**config.mk**
```make
export PLATFORM = sky130hd
export DESIGN_NAME = alu_result_fifo
export DESIGN_NICKNAME = d
export VERILOG_FILES = /design/src/rtl/alu_pkg.sv /design/src/rtl/alu_fifo_mem.sv /design/src/rtl/alu_result_fifo.sv
export SDC_FILE = /design/constraint.sdc
export NUM_CORES = 1
export LEC_CHECK = 0
export ABC_AREA = 1
export BUFFER_PORTS_ARGS = -buffer_cell sky130_fd_sc_hd__clkbuf_2
export CAP_MARGIN = 40
export CORE_MARGIN = 8
export CORE_UTILIZATION = 58
export DETAILED_ROUTE_END_ITERATION = 6
export PLACE_DENSITY = 0.8
export SETUP_SLACK_MARGIN = 0.4
export SYNTH_ARGS = -nofsm -noshare
export SYNTH_HDL_FRONTEND = slang
export SYNTH_HIERARCHICAL = 1
export SYNTH_SLANG_ARGS = --single-unit
```
**constraint.sdc**
```tcl
create_clock -name clk -period 4.7 [get_ports clk]
set_clock_uncertainty 0.05 [all_clocks]
set_input_delay 0.94 -clock clk [delete_from_list [all_inputs] [get_ports clk]]
set_output_delay 0.94 -clock clk [all_outputs]
set_load 0.01 [all_outputs]
```
**src/rtl/alu_pkg.sv**
```systemverilog
// Shared types and constants for the ALU result path: word/tag widths,
// the queued result entry, and the canonical compare-op result words.
package alu_pkg;

  localparam int ALU_DATA_W = 32;
  localparam int ALU_TAG_W  = 5;

  localparam logic [ALU_DATA_W-1:0] ALU_TRUE  = '1;
  localparam logic [ALU_DATA_W-1:0] ALU_FALSE = '0;

  typedef struct packed {
    logic [ALU_DATA_W-1:0] result;
    logic                  flag;
    logic [ALU_TAG_W-1:0]  tag;
  } alu_entry_t;

  // A zero flag is consistent only when it matches "result is all zeros".
  function automatic logic flag_mismatch(input logic [ALU_DATA_W-1:0] result,
                                         input logic                  flag);
    return flag != (result == ALU_FALSE);
  endfunction

endpackage

```
**src/rtl/alu_fifo_mem.sv**
```systemverilog
// DEPTH-entry register array holding queued ALU results: one synchronous
// write port and an asynchronous read of the head slot.
module alu_fifo_mem
  import alu_pkg::*;
#(
  parameter int DEPTH  = 4,
  parameter int ADDR_W = $clog2(DEPTH)
) (
  input  logic              clk,
  input  logic              we,
  input  logic [ADDR_W-1:0] waddr,
  input  alu_entry_t        wdata,
  input  logic [ADDR_W-1:0] raddr,
  output alu_entry_t        rdata
);

  alu_entry_t mem [DEPTH];

  // NOTE: the array is deliberately left out of reset; validity is tracked
  // by the pointers, so stale slots are never observed and no reset fan-out
  // is spent on storage.
  always_ff @(posedge clk) begin
    if (we) begin
      mem[waddr] <= wdata;
    end
  end

  assign rdata = mem[raddr];

endmodule

```
**src/rtl/alu_result_fifo.sv**
```systemverilog
// Result FIFO between the ALU compare/arithmetic units and writeback, with a
// saturating zero-flag counter and a sticky flag/result consistency error.
module alu_result_fifo
  import alu_pkg::*;
#(
  parameter int DEPTH  = 4,
  parameter int DATA_W = ALU_DATA_W,
  parameter int TAG_W  = ALU_TAG_W,
  parameter int CNT_W  = 16
) (
  input  logic                     clk,
  input  logic                     rst_n,
  input  logic                     flush,
  input  logic                     in_valid,
  output logic                     in_ready,
  input  logic [DATA_W-1:0]        in_result,
  input  logic                     in_flag,
  input  logic [TAG_W-1:0]         in_tag,
  output logic                     out_valid,
  input  logic                     out_ready,
  output logic [DATA_W-1:0]        out_result,
  output logic                     out_flag,
  output logic [TAG_W-1:0]         out_tag,
  output logic [$clog2(DEPTH):0]   level,
  output logic [CNT_W-1:0]         zero_cnt,
  output logic                     flag_err
);

  localparam int ADDR_W = $clog2(DEPTH);
  localparam int PTR_W  = ADDR_W + 1;
  localparam logic [PTR_W-1:0] FULL_LEVEL = PTR_W'(DEPTH);

  logic [PTR_W-1:0] wr_ptr, rd_ptr, level_q;
  logic [PTR_W-1:0] wr_ptr_d, rd_ptr_d, level_d;
  logic             push, pop, accept;
  alu_entry_t       wr_entry, head;

  // Ready and valid come straight from registered occupancy; out_ready never
  // reaches in_ready, so a full FIFO refuses a push even while draining.
  assign in_ready  = (level_q != FULL_LEVEL);
  assign out_valid = (level_q != '0);
  assign push      = in_valid & in_ready;
  assign pop       = out_valid & out_ready;
  assign accept    = push & ~flush;

  always_comb begin
    // NOTE: every output of this block gets a default before any branch so
    // no path leaves a value unassigned and no latch is inferred.
    wr_ptr_d = wr_ptr;
    rd_ptr_d = rd_ptr;
    level_d  = level_q;
    if (flush) begin
      wr_ptr_d = '0;
      rd_ptr_d = '0;
      level_d  = '0;
    end else begin
      if (push) wr_ptr_d = wr_ptr + PTR_W'(1);
      if (pop)  rd_ptr_d = rd_ptr + PTR_W'(1);
      case ({push, pop})
        2'b10:   level_d = level_q + PTR_W'(1);
        2'b01:   level_d = level_q - PTR_W'(1);
        default: level_d = level_q;
      endcase
    end
  end

  // NOTE: sequential state uses non-blocking assignments so every register
  // samples pre-edge values regardless of block ordering.
  always_ff @(posedge clk) begin
    if (!rst_n) begin
      wr_ptr  <= '0;
      rd_ptr  <= '0;
      level_q <= '0;
    end else begin
      wr_ptr  <= wr_ptr_d;
      rd_ptr  <= rd_ptr_d;
      level_q <= level_d;
    end
  end

  // Statistics survive flush; only reset clears them.
  always_ff @(posedge clk) begin
    if (!rst_n) begin
      zero_cnt <= '0;
      flag_err <= 1'b0;
    end else if (accept) begin
      if (in_flag && (zero_cnt != '1)) zero_cnt <= zero_cnt + CNT_W'(1);
      if (flag_mismatch(in_result, in_flag)) flag_err <= 1'b1;
    end
  end

  always_comb begin
    wr_entry        = '0;
    wr_entry.result = in_result;
    wr_entry.flag   = in_flag;
    wr_entry.tag    = in_tag;
  end

  alu_fifo_mem #(
    .DEPTH  (DEPTH),
    .ADDR_W (ADDR_W)
  ) u_mem (
    .clk   (clk),
    .we    (accept),
    .waddr (wr_ptr[ADDR_W-1:0]),
    .wdata (wr_entry),
    .raddr (rd_ptr[ADDR_W-1:0]),
    .rdata (head)
  );

  assign out_result = out_valid ? head.result : '0;
  assign out_flag   = out_valid ? head.flag   : 1'b0;
  assign out_tag    = out_valid ? head.tag    : '0;
  assign level      = level_q;

endmodule
```
# After elaboration in Yosys (flattened, before gate mapping)
# Memories as Yosys holds them, arrays and structs flattened. A register that Yosys moved wholly into a read port is not among the register bits.
# Index checks and enable logic that the tools add are counted.
dict set report totals {
  register_bits 26
  ramBits 152
  in_bits 43
  output_inout_bits 60
  wordCells 36
  memories 1
}
# memory depth word_bits read_ports rd_clocked_by_memory_dff write_ports line_no
set memory_table {}
lappend memory_table {u_mem.mem 4 38 1 1 1 alu_fifo_mem.sv:17} ;# alu_entry_t mem [DEPTH];
dict set report op_classes {
  n_addsub 5
  eq_ne 5
  n_mux 8
  bitwise 5
  reduce_logical 7
}
# op n
set op_table {}
lappend op_table {{zero test 32 bit} 1}
lappend op_table {{2-to-1 mux 32 bit} 1}
lappend op_table {{adder 16 x 1 -> 16 bit, second input constant} 1}
lappend op_table {{inequality test 16 bit, second input constant} 1}
lappend op_table {{adder 3 x 1 -> 3 bit, second input constant} 3}
lappend op_table {{one-hot mux 3 bit (2 select lines)} 1}
lappend op_table {{2-to-1 mux 5 bit} 1}
lappend op_table {{2-to-1 mux 2 bit} 2}
lappend op_table {{AND reduction 2 bit} 2}
lappend op_table {{AND 1 bit} 3}
lappend op_table {{2-to-1 mux 1 bit} 3}
lappend op_table {{inequality test 3 bit, second input constant} 1}
lappend op_table {{nonzero test 3 bit} 1}
lappend op_table {{subtractor 3 x 1 -> 3 bit, second input constant} 1}
lappend op_table {{equality test 2 x 1 -> 1 bit, second input constant} 1}
lappend op_table {{equality test 2 bit, second input constant} 1}
lappend op_table {{inverter 1 bit} 2}
lappend op_table {{nonzero test 2 bit} 1}
lappend op_table {{OR reduction 2 bit} 1}
lappend op_table {{logical AND 1 bit} 1}
lappend op_table {{inequality test 1 bit} 1}

# Logic depth before layout (Yosys ltp)
dict set report logic_depth {
  depth_word 5
  ltp_mapped 10
  mapped_depth_nobuf 10
}

# Cells and area by module
# Netlist, hierarchy kept.
# module n_inst cells_each area_each_um2
set modules_own_cells {}
lappend modules_own_cells {alu_fifo_mem 1 604 6432.4}
lappend modules_own_cells {alu_result_fifo 1 297 1783.0}

# Worst setup path after synthesis
# Ideal clock, no wire load.
dict set report synth_path {
  kind {input to register}
  startpoint {input port in_valid}
  endpoint {memory u_mem/mem[1][0] (netlist bit) (enable)}
  setup_time_ns 0.481
  arrival_ns 3.800
  setup_slack_ns 0.370
  path_stages 4
  path_buffers 0
  path_cell_list {nand2_4 > nor2_1 > inv_1 > nor3_1}
}
dict set report synth_between {
  elab_chain_cells 4
}
# element line_no
set synth_rtl {}
lappend synth_rtl {{from (decl)} alu_result_fifo.sv:14} ;# input logic in_valid,
lappend synth_rtl {{AND 1 bit} alu_result_fifo.sv:42} ;# assign push = in_valid & in_ready;
lappend synth_rtl {{AND 1 bit} alu_result_fifo.sv:44} ;# assign accept = push & ~flush;
lappend synth_rtl {{via accept} alu_result_fifo.sv:35} ;# logic push, pop, accept;
lappend synth_rtl {{2-to-1 mux 1 bit} alu_fifo_mem.sv:23} ;# if (we) begin
lappend synth_rtl {{2-to-1 mux 1 bit (implied by the code)} alu_fifo_mem.sv:24} ;# mem[waddr] <= wdata;
lappend synth_rtl {{to (decl)} alu_fifo_mem.sv:17}
# The timed path passes the listed nets, and every way through them passes these cells.

==> flow_results.org <==
** Outcome
- The run finished with clean final reports.

** Timing
- Fin crit period :: 3090 ps
- For the pin with the worst max-slew slack, the measured transition is 821 ps.
- Setup repair after global routing missed its margin :: no
- The number of hold-slack violations in the final timing report was 0.
- The worst path uses 65.8% of the clock period.
- Highest achievable clock rate :: 323 MHz
- Slew margin rel. :: 45.3%
- Number of max-slew violations in the final report :: 0
- Setup violations remaining at the end of the flow were counted as 0.
- Post-route setup TNS :: 0 ps

** Clock tree
- Clock-pin slew of the registers on the worst-case setup and hold paths :: 70 ps
- TritonCTS buffer count :: 17
- Clock tree from TritonCTS :: built
- Clock latency at the later pin of the worst-skew pair :: 420 ps
- The cell sitting at the root of the clock tree is a sky130_fd_sc_hd__clkbuf_16.
- In this run, post-CTS hold repair placed 0 buffers.
- CTS built an H-tree with a depth of 4.
- The clock net in this run drives a total of 176 sinks.
- No sink is reached through more buffers than the 2 on the longest clock path.
- Buffers inserted by post-CTS timing repair :: 0
- Gates resized during post-CTS repair numbered 0.

** Layout
- Leading cell type in the layout, fill and taps excluded :: sky130_fd_sc_hd__nand2_1
- Most frequent cells in the layout :: 244 x sky130_fd_sc_hd__nand2_1, 218 x sky130_fd_sc_hd__inv_1, 152 x sky130_fd_sc_hd__edfxtp_1
- Area overhead of the layout relative to synthesis :: 14.6%
- The net count of the finished layout is 1048.
- Antenna cells :: 0
- The multi-input combinational cells in the finished layout cover a total of 0.00216 sq mm.
- At the end of the flow the core is filled with cells to 67.8%.
- Of the cells placed in the final design, the portion with a size suffix greater than 1 is 16.8%.
- Fill cells in the final layout number 1051.
- The sequential cells in the finished layout cover a total of 0.00505 sq mm.

** Floorplanning
- The region available for standard cell placement spans 0.0139 sq mm.
- Row count :: 43
- 103 I/O pins were placed.
- The die is 135 um tall.
- The floorplan step set the die width to 135 um.
- The die covers 0.0182 sq mm.
- For this configuration, the core starts out at a cell density of 59.2%.

** Synth
- Simple-gate area share of the yosys netlist :: 21.7%
- The synthesized netlist devotes 2.54% of its cell area to compound gates.
- The synthesized netlist devotes 0.548% of its cell area to adder and majority cells.
- After synthesis, the share of cell area in mux cells is 0%.
- Synthesized net count :: 947
- In this run, synthesis produced a sequential element count of 176.
- Combined area of all synthesized cells :: 0.00822 sq mm
- Sequential area share after synthesis :: 61.4%
- Largest family of logic cells by synthesized area :: simple AND/OR/NAND/NOR gates
- After synthesis, the netlist uses 27 different library cells.
- Mean Syn Cell Area :: 9.12 sq um
- The synthesized netlist devotes 1.17% of its cell area to XOR and XNOR gates.
- During synthesis, Yosys emitted a total of 6 warnings.
- Counting every instance in the synthesized netlist gives 901.

** Worst setup path
- Among the stages of the critical path, the cell type that occurs most often is sky130_fd_sc_hd__nand2_1.
- Register-to-register setup slack :: 2390 ps
- Together, buffers and inverters on the worst path number 5.
- Slowest-stage cell, CP :: sky130_fd_sc_hd__inv_2
- Endpoint required time on the critical path :: 3710 ps
- Cell class contributing the biggest share of worst-path delay :: buffers and inverters
- For the worst setup path, the data arrival time is 2100 ps.
- Critical Path Source Type :: register
- The worst setup path is captured at a primary output.
- Traced cell by cell, the critical path runs through inv_2 -> buf_12 -> buf_4 -> nand2_1 -> nand3_1 -> nand2_1 -> inv_1 -> nor2_1 -> clkbuf_2.
- The critical path is of the register to primary output type.
- Along the worst path, the maximum fanout reaches 36.
- For this run, the slowest stage of the critical path takes 410 ps.

** Detailed routing
- In this run, the number of DRC markers left after iteration 0 of detailed routing was 451.
- Summing over every cut layer, the via total after detailed routing is 5874.
- In the routed design, unresolved DRC markers number 0.
- Vias per inst :: 4.92
- The first detailed-routing pass took 5 iterations.
- Wires add up to 17200 um.
- The count of nets left with antenna violations once routing finished came out at 0.
- Wire per inst :: 14.4 um

** Power and ir drop
- For this design the ratio of total power to cell area is 347 mW/mm^2.
- IR analysis of the VDD net gives a maximum drop of 0.218 mV.
- Static leakage power :: 4.45 nW

** Flow run
- Max-cap violations :: 0

** GRT
- Wire length of the first global-routing pass :: 27700 um
- The number of global-route vias before repair is 5613.
- Entering global routing, the biggest net connects 80 pins.
- Initial antenna violation count :: 0
- Total Routing Usage GR :: 19.4%
- The total overflow left after global routing is 0.

** Placement
- Port buffering added 102 buffers.
- Post-DP HPWL :: 10600 um
- Weighted congestion at the end of routability-driven global placement :: 0.791

** Min path
- The worst hold path belongs to the class register to register.
-- kinds of logic (layout without fill, tap and decap cells) --
group                    Yosys count  count (layout)
AO/OA/AOI/OAI                     33              33
XOR/XNOR                          11              11
adder cells (fa/ha/maj)            3               3
buffers and inverters            252             365
flip-flops                       176             176
AND/OR/NAND/NOR                  426             426
-- area by class of cell --
type	count	area share, %
flip-flops and latches	176	53.6
multi-input cells	473	22.9
inverters	220	8.79
repair buffers	114	6.51
clock buffers	17	4.52
well taps	180	2.39
clock inverters	14	1.24
-- worst paths after layout --
check,depth (start not counted),end,startpoint
worst max register to register,10,level[2],level[1]
worst max-delay path,9,out_result[4],rd_ptr[0]
worst min-delay path,2,flag_err,flag_err
worst min register to register,2,flag_err,flag_err
-- layer usage --
layer	routed length (um)	GRT usage [%]
met3	1120	4.72
met2	8460	32.9
met5	0	0
met1	7380	24.1
met4	188	5.86
-- where the power goes --
group / switching, mW / total (mW) / internal, mW
logic: 0.155 / 0.230 / 0.0742
registers: 0.00946 / 1.73 / 1.72
clock network: 0.578 / 1.30 / 0.725
-- cells in the mapped netlist --
library cell | count | share of area [%]
sky130_fd_sc_hd__o21a_4 | 1 | 0.18
sky130_fd_sc_hd__nor3_4 | 2 | 0.40
sky130_fd_sc_hd__a21oi_2 | 9 | 0.96
sky130_fd_sc_hd__nand2_2 | 3 | 0.23
sky130_fd_sc_hd__nand3_2 | 1 | 0.12
sky130_fd_sc_hd__xnor2_1 | 4 | 0.43
sky130_fd_sc_hd__fa_1 | 1 | 0.24
sky130_fd_sc_hd__nand3_1 | 85 | 5.2
sky130_fd_sc_hd__dfxtp_1 | 24 | 5.8
sky130_fd_sc_hd__clkinv_2 | 1 | 0.061
sky130_fd_sc_hd__xor2_1 | 7 | 0.75
sky130_fd_sc_hd__buf_2 | 17 | 1.0
sky130_fd_sc_hd__nor3_1 | 8 | 0.49
sky130_fd_sc_hd__inv_1 | 218 | 10
sky130_fd_sc_hd__o21ai_0 | 11 | 0.67
sky130_fd_sc_hd__nand4_1 | 2 | 0.15
sky130_fd_sc_hd__buf_4 | 2 | 0.18
sky130_fd_sc_hd__nand2_4 | 3 | 0.41
sky130_fd_sc_hd__ha_1 | 2 | 0.30
sky130_fd_sc_hd__a21oi_1 | 12 | 0.73
sky130_fd_sc_hd__clkbuf_1 | 5 | 0.23
sky130_fd_sc_hd__nand2_1 | 244 | 11
sky130_fd_sc_hd__nor2_1 | 77 | 3.5
sky130_fd_sc_hd__nor4_1 | 1 | 0.076
sky130_fd_sc_hd__buf_6 | 8 | 1.1
sky130_fd_sc_hd__edfxtp_1 | 152 | 56
sky130_fd_sc_hd__inv_2 | 1 | 0.046
-- worst register-to-register path, cell delays in order (launching register included) --
cell                      delay, ps
sky130_fd_sc_hd__dfxtp_1        420
sky130_fd_sc_hd__nor3_2          70
sky130_fd_sc_hd__buf_4          280
sky130_fd_sc_hd__nor2_1         300
sky130_fd_sc_hd__ha_1           210
sky130_fd_sc_hd__inv_1           60
sky130_fd_sc_hd__fa_1           370
sky130_fd_sc_hd__o21ai_0        160
sky130_fd_sc_hd__a21oi_1         70
sky130_fd_sc_hd__o21ai_0        140
sky130_fd_sc_hd__a21oi_1         50
-- state kept, by name (all words and copies together), names as in the netlist --
register,flops
u_mem/mem,152
zero_cnt,16
level,3
rd_ptr,2
wr_ptr,2
flag_err,1
-- stage by stage --
stage / worst slack [ps] / hold slack, ps / std cells / instance area (sq um) / total power, mW
6_report: 1610 / 406 / 1194 / 9410 / 3.26
5_1_grt: 1430 / 432 / 1194 / 9410 / 3.37
4_1_cts: 1610 / 406 / 1194 / 9410 / 3.28
3_5_place_dp: 2060 / 395 / 1163 / 8870 / 2.00
3_3_place_gp: 1900 / 400 / 1162 / 8850 / 1.99
2_1_floorplan: 370 / 394 / 901 / 8220 / 1.90
No activity file was read; power rests on OpenSTA's default activity.
